## src/rtl/fifo_n_base.sv

```systemverilog
// fifo_n_base
// -----------
// Parameterised register-array FIFO with three flow-control flavours:
//   MODE 0  normal   : plain FIFO, one cycle enqueue-to-dequeue latency.
//   MODE 1  bypass   : when empty, an enqueue can be consumed in the same
//                      cycle through a combinational path (no storage used).
//   MODE 2  pipeline : when full, an enqueue is accepted if a dequeue fires
//                      in the same cycle, so a full FIFO can still stream.
//
// Ports
//   CLK            sole clock, rising edge
//   RST            synchronous, active-high reset
//   in_enq_ena     enqueue request (legal only while in_enq_rdy=1)
//   in_enq_v       enqueue data
//   in_enq_rdy     enqueue guard
//   out_deq_ena    dequeue request (legal only while out_deq_rdy=1)
//   out_deq_rdy    dequeue guard
//   out_first      head-of-queue data
//   out_first_rdy  out_first guard, identical to out_deq_rdy
//   count          registered occupancy, 0..DEPTH
//
// Handshake: a transfer on either side happens at a rising edge exactly
// when its ENA and its RDY are both 1 during the preceding cycle. RDY
// never depends on its own ENA. Any ENA presented while its RDY is 0 is
// ignored and leaves the state untouched. Enqueue and dequeue are
// independent and may both fire in the same cycle.

module fifo_n_base #(
  parameter int WIDTH = 32,
  parameter int DEPTH = 4,
  parameter int MODE  = 0
) (
  input  logic                       CLK,
  input  logic                       RST,
  input  logic                       in_enq_ena,
  input  logic [WIDTH-1:0]           in_enq_v,
  output logic                       in_enq_rdy,
  input  logic                       out_deq_ena,
  output logic                       out_deq_rdy,
  output logic [WIDTH-1:0]           out_first,
  output logic                       out_first_rdy,
  output logic [$clog2(DEPTH+1)-1:0] count
);

  localparam int PW = $clog2(DEPTH);
  localparam int CW = $clog2(DEPTH+1);
  localparam bit BYPASS = (MODE == 1);
  localparam bit PIPE   = (MODE == 2);

  logic [WIDTH-1:0] mem_q [DEPTH];
  logic [WIDTH-1:0] mem_d [DEPTH];
  logic [PW-1:0]    wr_ptr_q, wr_ptr_d;
  logic [PW-1:0]    rd_ptr_q, rd_ptr_d;
  logic [CW-1:0]    count_q, count_d;

  logic full;
  logic empty;
  logic enq_rdy;
  logic deq_rdy;
  logic enq_fire;
  logic deq_fire;
  logic pass_thru;

  // Guards and head data
  always_comb begin
    full  = (count_q == CW'(DEPTH));
    empty = (count_q == '0);

    // Both guards are forced low while reset is held so that any ENA
    // arriving in a reset cycle cannot fire.
    enq_rdy = !RST && (!full || (PIPE && out_deq_ena));
    deq_rdy = !RST && (!empty || (BYPASS && in_enq_ena));

    enq_fire = in_enq_ena && enq_rdy;
    deq_fire = out_deq_ena && deq_rdy;

    // Bypass on an empty queue: the value is handed straight to the
    // consumer and never touches the array, pointers or count.
    pass_thru = BYPASS && empty && enq_fire && deq_fire;

    in_enq_rdy    = enq_rdy;
    out_deq_rdy   = deq_rdy;
    out_first_rdy = deq_rdy;
    out_first     = (BYPASS && empty) ? in_enq_v : mem_q[rd_ptr_q];
    count         = count_q;
  end

  // Next-state computation
  always_comb begin
    mem_d    = mem_q;
    wr_ptr_d = wr_ptr_q;
    rd_ptr_d = rd_ptr_q;
    count_d  = count_q;

    if (!pass_thru) begin
      if (enq_fire) begin
        mem_d[wr_ptr_q] = in_enq_v;
        // DEPTH is a power of two, so the pointer wraps by overflow.
        wr_ptr_d = wr_ptr_q + PW'(1);
      end
      if (deq_fire) begin
        rd_ptr_d = rd_ptr_q + PW'(1);
      end
      case ({enq_fire, deq_fire})
        2'b10:   count_d = count_q + CW'(1);
        2'b01:   count_d = count_q - CW'(1);
        default: count_d = count_q;
      endcase
    end
  end

  // Control state: pointers and occupancy are reset, storage is not.
  always_ff @(posedge CLK) begin
    if (RST) begin
      wr_ptr_q <= '0;
      rd_ptr_q <= '0;
      count_q  <= '0;
    end else begin
      wr_ptr_q <= wr_ptr_d;
      rd_ptr_q <= rd_ptr_d;
      count_q  <= count_d;
    end
  end

  always_ff @(posedge CLK) begin
    mem_q <= mem_d;
  end

endmodule

```

## config.mk

```make
export PLATFORM = sky130hd
export DESIGN_NAME = fifo_n_base
export DESIGN_NICKNAME = d
export VERILOG_FILES = /design/src/rtl/fifo_n_base.sv
export SDC_FILE = /design/constraint.sdc
export NUM_CORES = 1
export LEC_CHECK = 0
export ABC_AREA = 1
export CORE_MARGIN = 2
export CORE_UTILIZATION = 40
export DETAILED_ROUTE_END_ITERATION = 6
export PLACE_DENSITY = 0.68
export SYNTH_ARGS = -nofsm -noshare
export SYNTH_HDL_FRONTEND = slang
export SYNTH_SLANG_ARGS = --single-unit
```

## constraint.sdc

```tcl
create_clock -name CLK -period 7.5 [get_ports CLK]
set_input_delay 1.125 -clock CLK [delete_from_list [all_inputs] [get_ports CLK]]
set_output_delay 1.125 -clock CLK [all_outputs]
set_load 0.02 [all_outputs]
```

== After elaboration in Yosys (flattened, before gate mapping) ==
Cells that the tools add are included.
Word-level totals
  bits in registers: 135
  input port bits: 36
  output and inout bits: 38
Operators by class
  add/sub/neg operators: 4
  $lt $le $gt $ge: 3
  equality and inequality tests: 3
  mux-type cells: 7
  bitwise operators: 2
  reductions and logical operators: 10
Operator list (count)
  $bwmux W128: 1
  $mux W32: 3
  $bmux W32 S2: 1
  $demux W32 S2: 1
  $ge A3 B3 Y1 const B: 2
  $not A2 Y3: 2
  $pmux W3 S2: 1
  $logic_and A1 B1 Y1: 5
  $add A2 B1 Y2 const B: 2
  $add A3 B1 Y3 const B: 1
  $eq A3 B3 Y1 const B: 1
  $logic_not A1 Y1: 3
  $logic_not A3 Y1: 1
  $lt A3 B1 Y1 const B: 1
  $sub A3 B1 Y3 const B: 1
  $eq A2 B1 Y1 const B: 1
  $eq A2 B2 Y1 const B: 1
  $reduce_bool A2 Y1: 1

== Depth between registers and ports, before layout ==
  depth after elaboration: 6
  depth in mapped cells: 13
  mapped depth without buffers: 13

== Worst setup path after synthesis ==
No wires, ideal clock.
  kind: input -> register
  start point: in RST
  end point: reg mem_q[0] in the netlist's numbering, enable pin
  setup time: 421 ps
  arrival time: 2757 ps
  slack: 4322 ps
  stages on the path: 3
  cell sequence: inv_2 nand3_2 nor2_1
Between the ends
  word-level cells in the longest chain between the ends: 3
Ends and longest elaborated chain
  from (decl): RTL line 34  | input logic RST,
  $logic_not A1 Y1: RTL line 71  | enq_rdy = !RST && (!full || (PIPE && out_deq_ena));
  $logic_and A1 B1 Y1: RTL line 71
  $logic_and A1 B1 Y1: RTL line 74  | enq_fire = in_enq_ena && enq_rdy;
  to (signal assigned): RTL line 126  | mem_q <= mem_d;
  to (decl): RTL line 50  | logic [WIDTH-1:0] mem_q [DEPTH];
Every way passes these cells.
A chain may end at the register's enable or synchronous reset.

== Worst setup path in the final report ==
  start point: reg rd_ptr_q[0]
  end point: out out_first[14]
Between the ends
  word-level cells in the longest chain between the ends: 4
Ends and longest elaborated chain
  from (decl): RTL line 53  | logic [PW-1:0] rd_ptr_q, rd_ptr_d;
  from (signal assigned): RTL line 120  | rd_ptr_q <= rd_ptr_d;
  $not A2 Y3 (implied by the code): RTL line 84  | out_first = (BYPASS && empty) ? in_enq_v : mem_q[rd_ptr_q];
  $bmux W32 S2: RTL line 84
  $mux W32 (implied by the code) (2 in a row): RTL line 84
  to (decl): RTL line 40  | output logic [WIDTH-1:0] out_first,
Every way passes these cells. The select of a mux whose other input is x is not followed.

==> impl_metrics.toml <==
[run_status]
status = "complete, no violations"

[place]
gp_congestion = 0.6857
portBuffers = 73
dpl.cell_count = 606
dp_hpwl_microns = 5771

[clock_network]
cts-root-buf = "clkbuf_16"
clock_path_buffers = 2
cts-resized-gates = 0
cts_tree = "yes"
ctsHtreeMaxLevel = 4
numCtsBuffers = 17
hold_buffers = 0
post-cts-setup-buffer-count = 0
clkSinkCount = 135
path_clk_slew_ns = 0.05
worstSkewPairLatency_ns = 0.40

[flow_run]
drv_cap = 0

[global_route]
antenna_found_initial = 0
grt_pass1_wl_microns = 16430
grt_max_degree = 67
grt_usage_pct = 15.22
grt-ovfl-total = 0
grt_pass1_vias = 3263

[die]
ios = 74
die_x_microns = 119.7
row_count = 42
fp.coreArea_sq_um = 13140
start_util_pct = 40.75
dieArea_sq_um = 14330
die_h_microns = 119.7

[critical_path]
arrival_ns = 3.20
r2r_end = "mem_q[108]"
cp-end-kind = "output port"
critPathRequiredTime_ns = 6.38
r2r_slack_ns = 5.42
ff2ff_path_depth = 4
crit_start = "rd_ptr_q[0]"
cpMaxStageDelayCell = "dfxtp_2"
max_stage_delay_ns = 1.11
crit_type = "reg -> out"
crit_end = "out_first[14]"
crit_chain = "inv_4, o21ai_0, o22ai_2, clkdlybuf4s50_1"
worstPathMaxFanout = 66
setup.worst_path.start_class = "flip-flop"
r2r-start = "count[1]"

[yosys]
synthArstFlopShare_pct = 0
synth_edf_count = 128
avgSynthCellArea_sq_um = 14.20
synthFlopType = "edfxtp_1"
ys_top_cells_by_count = "128 x edfxtp_1, 65 x nor2_1, 41 x o21ai_0"
syn_area_sq_um = 5354
syn_inst = 377
yosys.cell_count.top_type = "edfxtp_1"
ys_seq_area_share_pct = 74.41
synth_top_cell_by_area = "edfxtp_1"
synth_top_area_share_pct = 71.79
synth-seq-cells = 135
yosysWarnings = 0
synth.area.top_cells = "edfxtp_1 72%, nor2_1 4.6%, o21ai_0 3.8%, o22ai_1 2.7%, dfxtp_1 2.6%"
synth_nets = 419
synth_cell_type_count = 25

[timing]
tightest_slew_ns = 1.190
fin_crit_sh_pct = 57.68
rsz0062_at_grt = "no"
fin_skew_ns = 0.004899
maxSlewHeadroom_pct = 20.66
maxSlewViolCount = 0
period_minus_slack_ns = 4.326
fmax_ghz = 0.2311
hold_viol_final = 0
hold_slack_ns = 0.5265
fin_setup_tns_ns = 0
setup_violations = 0

[drt]
viasPerCell = 5.006
route.detailed.drc = 0
ant_nets = 0
wire_per_inst_microns = 16.14
drt_wl_total_microns = 10300
routed-via-count = 3194
drt_iter0_markers = 194
first_pass_iters = 4

[layout]
ff_latch_area_sq_um = 3985
fin_cells = 638
fin_util_pct = 51.59
layout-drive-gt1-share_pct = 12.99
multi_input_area_sq_um = 1170
fin_nets = 491
diodes = 0
layout-area-overhead-vs-synth_pct = 26.59
fillers = 1131

[power]
leakage_nw = 2.288
power.density_nw_per_um2 = 279.7
p_total_mw = 1.895
peakVddDrop_mv = 0.1437

[worst_hold_path]
hold_class = "reg -> reg"
## critical path, delay by kind of cell (launching register included)
family / cells / cell delay [ns]
buffers and inverters: 2 / 1.13
flip-flops: 1 / 1.11
AO/OA/AOI/OAI: 2 / 0.50
## cell type report
cell class	instances	area share (%)
clock inverters	12	2.326
inverters	18	1.034
repair buffers	74	10.89
clock buffers	20	6.443
well taps	176	3.249
flip-flops and latches	135	58.80
multi-input cells	203	17.26
## stage by stage
stage / area (sq um) / setup WS (ns)
3_3_place_gp: 6183 / 3.686
3_5_place_dp: 6183 / 3.619
6_report: 6778 / 3.174
5_1_grt: 6778 / 2.897
4_1_cts: 6778 / 3.175
2_1_floorplan: 5354 / 4.322
## report_power, final
part	leakage (nW)	switching, mW	internal, mW	total [mW]
logic	0.772	0.117	0.0884	0.206
clock network	0.296	0.276	0.549	0.825
registers	1.22	0.0154	0.850	0.865
## how the worst min path moves through the flow
| stage | startpoint | endpoint | slack [ns] | depth (start not counted) |
|---|---|---|---|---|
| finish | wr_ptr_q[1] | wr_ptr_q[1] | 0.53 | 2 |
| global route | wr_ptr_q[1] | wr_ptr_q[1] | 0.58 | 2 |
| CTS | wr_ptr_q[1] | wr_ptr_q[1] | 0.53 | 2 |
| detailed placement | wr_ptr_q[1] | wr_ptr_q[1] | 0.52 | 2 |
| global placement | wr_ptr_q[1] | wr_ptr_q[1] | 0.49 | 2 |
| floorplan | wr_ptr_q[1] | wr_ptr_q[1] | 0.48 | 2 |
## flip-flops by register name, indices dropped and copies added (netlist names)
signal and cells:
wr_ptr_q 2, mem_q 128, rd_ptr_q 2, count 3
## per-layer routing
| metal | part of all wire (%) | global-route usage, % | vias up |
|---|---|---|---|
| li1 | - | - | 1534 |
| met1 | 46 | 19.31 | 1570 |
| met2 | 49 | 25.11 | 84 |
| met3 | 4.5 | 4.753 | 6 |
| met4 | 0.65 | 4.632 | 0 |
| met5 | 0 | 0 | - |
## placed cells by master (no fill, tap or decap), types with 2 or more instances in the layout
| master | count |
|---|---|
| dfxtp_1 | 6 |
| inv_1 | 13 |
| o22ai_2 | 9 |
| clkinv_2 | 6 |
| nor2_1 | 61 |
| o21ai_2 | 2 |
| clkdlybuf4s50_1 | 73 |
| a21oi_1 | 4 |
| clkinv_1 | 2 |
| inv_2 | 4 |
| clkbuf_1 | 3 |
| o21ai_1 | 23 |
| nor2_4 | 13 |
| o21ai_0 | 41 |
| bufinv_16 | 4 |
| o22ai_1 | 23 |
| ha_1 | 5 |
| nand3_1 | 4 |
| edfxtp_1 | 128 |
| nand2_1 | 14 |
| clkbuf_16 | 17 |
## logic make-up (layout without fill, tap and decap cells)
kind of cell,Yosys count,count (layout),share of synthesized area (%)
compound gates,103,103,11.64
flops,135,135,74.41
fa+ha+maj,6,6,1.542
simple gates,94,94,8.109
buf+inv,39,124,4.300
No activity file was read; power rests on OpenSTA's default activity.
